## src/rtl/decode_exec_stage.sv

```systemverilog
// Decodes a raw 32-bit instruction into exec-unit control and queues it with its PC in a small output FIFO.
// Latency: an accepted instruction is at the head one cycle later when the FIFO was empty. Outputs come from the head entry.
// Backpressure: in_ready is a registered !full. The head is held stable while out_valid && !out_ready. flush drops all entries.
module decode_exec_stage #(
    parameter int XLEN  = 32,
    parameter int M_EXT = 1,
    parameter int DEPTH = 2
) (
    input  logic            clk,
    input  logic            rst_n,
    input  logic            flush,
    input  logic            in_valid,
    output logic            in_ready,
    input  logic [31:0]     in_instr,
    input  logic [XLEN-1:0] in_pc,
    output logic            out_valid,
    input  logic            out_ready,
    output logic [3:0]      out_exec_op,
    output logic [1:0]      out_op1_sel,
    output logic            out_op2_sel,
    output logic            out_is_word,
    output logic            out_is_muldiv,
    output logic            out_illegal,
    output logic [XLEN-1:0] out_pc
);

    localparam int AW = $clog2(DEPTH);
    localparam int CW = AW + 1;

    localparam logic [6:0] OPC_OP        = 7'b0110011;
    localparam logic [6:0] OPC_OP_IMM    = 7'b0010011;
    localparam logic [6:0] OPC_OP_32     = 7'b0111011;
    localparam logic [6:0] OPC_OP_IMM_32 = 7'b0011011;
    localparam logic [6:0] OPC_BRANCH    = 7'b1100011;
    localparam logic [6:0] OPC_JAL       = 7'b1101111;
    localparam logic [6:0] OPC_AUIPC     = 7'b0010111;
    localparam logic [6:0] OPC_LUI       = 7'b0110111;
    localparam logic [6:0] OPC_JALR      = 7'b1100111;
    localparam logic [6:0] OPC_LOAD      = 7'b0000011;
    localparam logic [6:0] OPC_STORE     = 7'b0100011;
    localparam logic [6:0] OPC_SYSTEM    = 7'b1110011;
    localparam logic [6:0] OPC_MISC_MEM  = 7'b0001111;

    localparam logic [1:0] SEL1_REG  = 2'd0;
    localparam logic [1:0] SEL1_PC   = 2'd1;
    localparam logic [1:0] SEL1_ZERO = 2'd2;

    typedef struct packed {
        logic [3:0]      exec_op;
        logic [1:0]      op1_sel;
        logic            op2_sel;
        logic            is_word;
        logic            is_muldiv;
        logic            illegal;
        logic [XLEN-1:0] pc;
    } entry_t;

    logic [6:0] opc;
    logic [2:0] f3;
    logic [6:0] f7;
    assign opc = in_instr[6:0];
    assign f3  = in_instr[14:12];
    assign f7  = in_instr[31:25];

    // Register indices and immediates are not needed for exec control.
    logic unused_instr_bits;
    assign unused_instr_bits = ^{in_instr[24:15], in_instr[11:7]};

    logic [3:0] d_op;
    logic [1:0] d_op1;
    logic       d_op2;
    logic       d_word;
    logic       d_md;
    logic       d_bad;
    logic       shift_f3;
    entry_t     new_entry;

    // Instruction decode; any illegal outcome collapses all control fields to zero.
    always_comb begin
        d_op     = 4'b0000;
        d_op1    = SEL1_REG;
        d_op2    = 1'b0;
        d_word   = 1'b0;
        d_md     = 1'b0;
        d_bad    = 1'b0;
        shift_f3 = (f3 == 3'b001) || (f3 == 3'b101);
        if (in_instr[1:0] != 2'b11) begin
            d_bad = 1'b1;
        end else begin
            case (opc)
                OPC_OP, OPC_OP_32: begin
                    d_word = (opc == OPC_OP_32);
                    if (d_word && (XLEN != 64)) d_bad = 1'b1;
                    case (f7)
                        7'b0000000: begin
                            d_op = {1'b0, f3};
                            if (d_word && !(f3 == 3'b000 || shift_f3)) d_bad = 1'b1;
                        end
                        7'b0100000: begin
                            d_op = {1'b1, f3};
                            if (!(f3 == 3'b000 || f3 == 3'b101)) d_bad = 1'b1;
                        end
                        7'b0000001: begin
                            d_md = 1'b1;
                            d_op = {1'b0, f3};
                            if (M_EXT == 0) d_bad = 1'b1;
                            if (d_word && (f3 == 3'b001 || f3 == 3'b010 || f3 == 3'b011)) d_bad = 1'b1;
                        end
                        default: d_bad = 1'b1;
                    endcase
                end
                OPC_OP_IMM, OPC_OP_IMM_32: begin
                    d_word = (opc == OPC_OP_IMM_32);
                    d_op2  = 1'b1;
                    d_op   = {(f3 == 3'b101) & f7[5], f3};
                    if (d_word && (XLEN != 64)) d_bad = 1'b1;
                    if (d_word && !(f3 == 3'b000 || shift_f3)) d_bad = 1'b1;
                    if (f3 == 3'b001 && f7[6:1] != 6'b000000) d_bad = 1'b1;
                    if (f3 == 3'b101 && !(f7[6:1] == 6'b000000 || f7[6:1] == 6'b010000)) d_bad = 1'b1;
                    // Shamt bit 5 only exists for full-width RV64 shifts.
                    if (shift_f3 && f7[0] && (d_word || (XLEN != 64))) d_bad = 1'b1;
                end
                OPC_BRANCH, OPC_JAL, OPC_AUIPC: begin
                    d_op1 = SEL1_PC;
                    d_op2 = 1'b1;
                end
                OPC_LUI: begin
                    d_op1 = SEL1_ZERO;
                    d_op2 = 1'b1;
                end
                OPC_JALR, OPC_LOAD, OPC_STORE, OPC_SYSTEM, OPC_MISC_MEM: begin
                    d_op2 = 1'b1;
                end
                default: d_bad = 1'b1;
            endcase
        end
        new_entry         = '0;
        new_entry.pc      = in_pc;
        new_entry.illegal = d_bad;
        if (!d_bad) begin
            new_entry.exec_op   = d_op;
            new_entry.op1_sel   = d_op1;
            new_entry.op2_sel   = d_op2;
            new_entry.is_word   = d_word;
            new_entry.is_muldiv = d_md;
        end
    end

    entry_t          mem [DEPTH];
    logic [AW-1:0]   wr_ptr;
    logic [AW-1:0]   rd_ptr;
    logic [CW-1:0]   count;
    logic [CW-1:0]   count_next;
    logic            in_ready_q;
    logic            push;
    logic            pop;

    assign out_valid  = (count != '0);
    assign in_ready   = in_ready_q;
    assign push       = in_valid && in_ready_q && !flush;
    assign pop        = out_valid && out_ready;
    assign count_next = count + CW'(push) - CW'(pop);

    // FIFO state; in_ready is registered from the count the next cycle will see.
    always_ff @(posedge clk or negedge rst_n) begin
        if (!rst_n) begin
            wr_ptr     <= '0;
            rd_ptr     <= '0;
            count      <= '0;
            in_ready_q <= 1'b0;
            for (int i = 0; i < DEPTH; i++) mem[i] <= '0;
        end else if (flush) begin
            wr_ptr     <= '0;
            rd_ptr     <= '0;
            count      <= '0;
            in_ready_q <= 1'b1;
        end else begin
            if (push) begin
                mem[wr_ptr] <= new_entry;
                wr_ptr      <= wr_ptr + 1'b1;
            end
            if (pop) rd_ptr <= rd_ptr + 1'b1;
            count      <= count_next;
            in_ready_q <= (count_next != CW'(DEPTH));
        end
    end

    assign out_exec_op   = mem[rd_ptr].exec_op;
    assign out_op1_sel   = mem[rd_ptr].op1_sel;
    assign out_op2_sel   = mem[rd_ptr].op2_sel;
    assign out_is_word   = mem[rd_ptr].is_word;
    assign out_is_muldiv = mem[rd_ptr].is_muldiv;
    assign out_illegal   = mem[rd_ptr].illegal;
    assign out_pc        = mem[rd_ptr].pc;

endmodule

```

## config.mk

```make
export PLATFORM = sky130hd
export DESIGN_NAME = decode_exec_stage
export DESIGN_NICKNAME = d
export VERILOG_FILES = /design/src/rtl/decode_exec_stage.sv
export SDC_FILE = /design/constraint.sdc
export NUM_CORES = 1
export LEC_CHECK = 0
export ABC_AREA = 0
export CAP_MARGIN = 30
export CORE_ASPECT_RATIO = 2
export CORE_MARGIN = 2
export CORE_UTILIZATION = 45
export CTS_CLUSTER_DIAMETER = 80
export CTS_CLUSTER_SIZE = 30
export DETAILED_ROUTE_END_ITERATION = 16
export GPL_TIMING_DRIVEN = 0
export PLACE_DENSITY = 0.75
export RECOVER_POWER = 25
export SLEW_MARGIN = 20
export SYNTH_ARGS = -nofsm -noshare
export SYNTH_HDL_FRONTEND = slang
export SYNTH_SLANG_ARGS = --single-unit
```

## constraint.sdc

```tcl
create_clock -name clk -period 1.99 [get_ports clk]
set_input_delay 0.4975 -clock clk [delete_from_list [all_inputs] [get_ports clk]]
set_output_delay 0.4975 -clock clk [all_outputs]
set_load 0.02 [all_outputs]
```

Yosys cells after proc, flatten, opt, wreduce, memory -nomap -nowiden
Index checks and enable logic that the tools add are counted.
{"block": "word_totals", "regBits": 89, "inputBits": 69, "output_inout_bits": 44, "word_cells": 121}
{"block": "op_classes", "addsub": 4, "magnitude_cmp": 3, "eq_ne": 22, "muxes": 37, "bitwise_logic": 4, "n_reduce_logical": 33}
{"operator": "2-to-1 mux 42 bit", "count": 4}
{"operator": "bitwise mux 84 bit", "count": 1}
{"operator": "demux 42 bit (select 1 bit)", "count": 1}
{"operator": "== test 7 x 6 -> 1 bit (second input constant)", "count": 5}
{"operator": "== test 7 bit (second input constant)", "count": 4}
{"operator": "== test 7 x 5 -> 1 bit (second input constant)", "count": 3}
{"operator": "2-to-1 mux 1 bit", "count": 21}
{"operator": "case mux 4 bit (2 select lines)", "count": 2}
{"operator": "OR reduction 11 bit", "count": 1}
{"operator": "logical AND 1 bit", "count": 10}
{"operator": "2-to-1 mux 9 bit", "count": 1}
{"operator": "OR reduction 9 bit", "count": 1}
{"operator": "== test 7 x 1 -> 1 bit (second input constant)", "count": 1}
{"operator": "== test 7 x 2 -> 1 bit (second input constant)", "count": 1}
{"operator": "== test 7 x 4 -> 1 bit (second input constant)", "count": 1}
{"operator": "logical NOT 7 bit", "count": 1}
{"operator": "== test 3 x 2 -> 1 bit (second input constant)", "count": 2}
{"operator": "== test 6 x 5 -> 1 bit (second input constant)", "count": 1}
{"operator": "logical NOT 6 bit", "count": 1}
{"operator": "logical OR 1 bit", "count": 6}
{"operator": "case mux 1 bit (3 select lines)", "count": 2}
{"operator": "nonzero test 2 bit", "count": 3}
{"operator": "nonzero test 6 bit", "count": 1}
{"operator": "OR reduction 2 bit", "count": 3}
{"operator": "19 further kinds", "count": 26}

Logic depth before layout (Yosys ltp)
{"block": "logic_depth", "depth_word": 13, "depth_mapped": 8, "mapped_depth_nobuf": 8}

Worst setup path after synthesis
Ideal clock, no wire load.
{"block": "synth_path", "kind": "reg-to-reg", "startpoint": "register count[1]", "endpoint": "register in_ready_q, in the netlist in_ready", "setup_ps": 131, "t_arrival_ps": 1801, "t_required_ps": 1859, "slack_ps": 58, "path_stages_with_launch": 7, "path_buffers": 0, "synth_period_minus_slack_ps": 1932, "path_cell_list": "dfrtp_1 > or2_2 > and2_1 > ha_1 > inv_1 > ha_1 > or3_1"}
{"block": "synth_between", "elab_chain_len": 5, "word_cells_on_any_way": 6, "cone_classes": "2 x add/sub; 1 x eq/ne; 1 x mux; 2 x reduce/logical"}
{"item": "start, declared", "line_no": "152", "text": "logic [CW-1:0] count;"}
{"item": "start signal, assigned", "line_no": "183", "text": "count <= count_next;"}
{"item": "nonzero test 2 bit", "line_no": "158", "text": "assign out_valid = (count != '0);"}
{"item": "via out_valid", "line_no": "16", "text": "output logic out_valid,"}
{"item": "logical AND 1 bit", "line_no": "161", "text": "assign pop = out_valid && out_ready;"}
{"item": "subtractor 2 x 1 -> 2 bit", "line_no": "162", "text": "assign count_next = count + CW'(push) - CW'(pop);"}
{"item": "inequality test 2 bit", "line_no": "184", "text": "in_ready_q <= (count_next != CW'(DEPTH));"}
{"item": "2-to-1 mux 1 bit", "line_no": "172", "text": "end else if (flush) begin"}
{"item": "end signal, assigned", "line_no": "184"}
{"item": "end, declared", "line_no": "154", "text": "logic in_ready_q;"}
The timed path passes the listed nets, and every way through them passes these cells.
A chain may end at the register's enable or synchronous reset.

Worst setup path in the final report
{"block": "layout_path", "startpoint": "register rd_ptr", "endpoint": "output out_pc[2]"}
{"block": "layout_between", "elab_chain_len": 4}
{"item": "start, declared", "line_no": "151", "text": "logic [AW-1:0] rd_ptr;"}
{"item": "start signal, assigned", "line_no": "182", "text": "if (pop) rd_ptr <= rd_ptr + 1'b1;"}
{"item": "inverter 1 -> 2 bit (not written as such)", "line_no": "194", "text": "assign out_pc = mem[rd_ptr].pc;"}
{"item": "2-to-1 mux 42 bit (not written as such) (3 in a row)", "line_no": "194"}
{"item": "end, declared", "line_no": "24", "text": "output logic [XLEN-1:0] out_pc"}
Every way passes these cells. The select of a mux whose other input is x is not followed.

==> reports/metrics.cfg <==
[placement]
port_buffers = 95
place.gp.congestion = 0.835
placed_area_um2 = 5300
dp_hpwl_um = 7910
dp.cells = 664

[critical_path]
start_kind = flop
critPathCaptureType = output pin
worst-setup-path-type = flop to output pin
path_buf_inv = 3
cp.arrival_ps = 1570
r2r_slack_ps = 70
slowest_delay_ps = 440
r2r-start = count[1]
r2r_end = in_ready
crit_cells = 4
cp_max_fo = 7
critical_path_required_ps = 1490
r2r.worst_path.cells = 7
crit_chain = buf_12 > clkbuf_16 > mux2_4 > buf_6
crit_family = buffers and inverters
crit_slowest_cell = dfrtp_2

[layout]
layout-drive-gt1-share_pct = 27.3
n_antenna_cell = 0
fin_util_pct = 67.3
area_delta_synth_final_pct = 44.4
fin_nets = 655
final_area_um2 = 6070
instances_no_fill = 689

[clock_tree]
clock_latency_ps = 330
cts_sinks = 89
clock_path_buffers = 2
clk_pin_slew_ps = 60
cts_hold_buf = 0
cts_tree = done
cts_max_level = 3
cts_made_buffers = 9
cts_root_buffer = clkbuf_16

[synthesis]
synth_top_family_by_area = simple AND/OR/NAND/NOR gates
syn_nets = 537
async_reset_ff_share_pct = 100
muxShareOfSynthArea_pct = 12.0
netlist_instances = 466
netlist_top_cells_area = dfrtp_1, nand2_1, mux2_2, clkbuf_1, o21ai_0
synth_warnings = 0
yosysUniqueCellTypes = 41
netlist.area_leader.share_pct = 53.0
ys_seq_elements = 89
netlist_area_um2 = 4200
synthSimpleGateAreaFrac_pct = 24.9
synth_edf_count = 0
ys.flop_type = dfrtp_1
synth_seq_area_share_pct = 53.0
syn_avg_cell_area_um2 = 9.02
synth-compound-area-share_pct = 5.15
synth_xor_area_share_pct = 1.04
synth_fa_ha_area_share_pct = 0.833
yosys.area.top_type = dfrtp_1

[global_route]
grt_overflow = 0
antenna_found_initial = 0
grt.total_usage_pct = 23.4
grt_max_degree = 47
grt_pass1_wl_um = 18400
grt_pass1_vias = 3754

[floorplan]
ios = 113
rows = 49
die_area_um2 = 10200
coreArea_um2 = 9010
start_util_pct = 46.6
die_h_um = 141
die_w_um = 72.3

[drt]
wl_per_cell_um = 16.6
ant_nets = 0
vias = 3668
route.detailed.drc = 0
first_iter_violations = 239
totalWireLength_um = 11500
dr.pass1.iters = 4
vias_per_cell = 5.32

[timing]
setup_viol = 41
worst_pin_slew_ps = 1130
drv_slew = 0
fmax_ghz = 0.485
max_slew_margin_pct = 24.4
fin_ws_ps = -73.4
min_period_ps = 2060
hold_violations = 0
post-route-period-util_pct = 104
rsz0062_at_grt = yes
skew_ps = 5.47
setup_tns_ps = -1360

[outcome]
violations = setup timing
status = finished, violations left

[pwr]
p_total_mw = 8.61
power_per_cell_area_nw_per_um2 = 1420
peakVddDrop_mv = 1.01
power.leakage_nw = 3.01

[worst_hold_path]
hp-class = primary input to async pin

[job]
cap_violations = 0

-- area by class of cell --
class	count	area, um2
inverter	7	26.3
multi-input combinational	343	2080
fill	711	2940
tap	102	128
buffer	26	198
sequential	89	2230
clock buffer	11	253
timing repair buffer	108	1090
clock inverter	3	65.1
-- layout by cell type, fill, tap and decap left out, types with 2 or more instances in the layout --
cell type and instances:
o21ai_1 4, xnor2_1 2, bufinv_16 2, o41ai_2 2
inv_1 5, clkbuf_16 12, nor2b_1 3, nand2_1 216
o31ai_1 3, nand3_1 2, clkdlybuf4s50_1 42, o21ai_0 7
buf_4 8, and2_1 4, clkbuf_4 2, mux2_2 15
clkbuf_2 11, buf_6 34, xor2_1 3, buf_12 3
or2_2 2, nor2_4 2, inv_2 2, buf_2 13
buf_8 2, o32a_1 2, a21oi_1 5, dfrtp_1 88
or3_1 2, dlygate4sd2_1 9, nor2_1 12, clkbuf_1 5
mux2_4 29, clkbuf_8 3
-- cells in the mapped netlist (3+ instances only) --
cell type and number:
nand2_1 217, dfrtp_1 89, mux2_2 44, clkbuf_1 21
nor2_1 14, o21ai_0 11, inv_1 7, a21oi_1 6
buf_1 5, and2_1 4, nor2b_1 3, o31ai_1 3
or2_2 3, xor2_1 3
-- routing by layer --
| layer | GRT usage, % | routed length, um | vias up |
|---|---|---|---|
| li1 | - | - | 1733 |
| met1 | 25.4 | 4220 | 1824 |
| met2 | 42.7 | 6460 | 92 |
| met3 | 4.79 | 450 | 19 |
| met4 | 9.73 | 316 | 0 |
| met5 | 0 | 0 | - |
-- how the worst max path moves through the flow --
stage | start | to
final | rd_ptr | out_pc[2]
after global routing | rd_ptr | out_pc[3]
after CTS | rd_ptr | out_pc[24]
after detailed placement | rd_ptr | out_pc[2]
after global placement | rst_n | mem[36]
after floorplan | count[1] | in_ready
-- logic make-up (layout without fill, tap and decap cells) --
family,after synthesis,after routing
buffers and inverters,34,155
adder cells (fa/ha/maj),3,3
AO/OA/AOI/OAI,32,32
multiplexers,45,45
XOR/XNOR,5,5
AND/OR/NAND/NOR,258,258
flip-flops,89,89
-- registers in the layout, summed over array words and instances, names as in the netlist --
name	flops
rd_ptr	1
mem	84
in_ready	1
wr_ptr	1
count	2
-- report_power, final --
part / internal [mW] / switching, mW / total [mW]
logic: 2.00 / 1.94 / 3.93
registers: 2.50 / 0.372 / 2.88
clock network: 1.15 / 0.647 / 1.80
-- repair_timing --
action                                  in CTS  in global routing
endpoints found under the setup margin     118                116
resized for setup                          269                 74
pin swaps                                   11                 10
cloned                                       2                  1
setup buffers                                9                  1
-- per-stage QoR --
step	setup slack, ps	hold slack (ps)
floorplan	57.7	202
detailed placement	-740	458
global route	-94.2	483
global placement	-2570	451
finish	-73.4	381
CTS	-91.2	175
(Power assumes the default switching activity.)
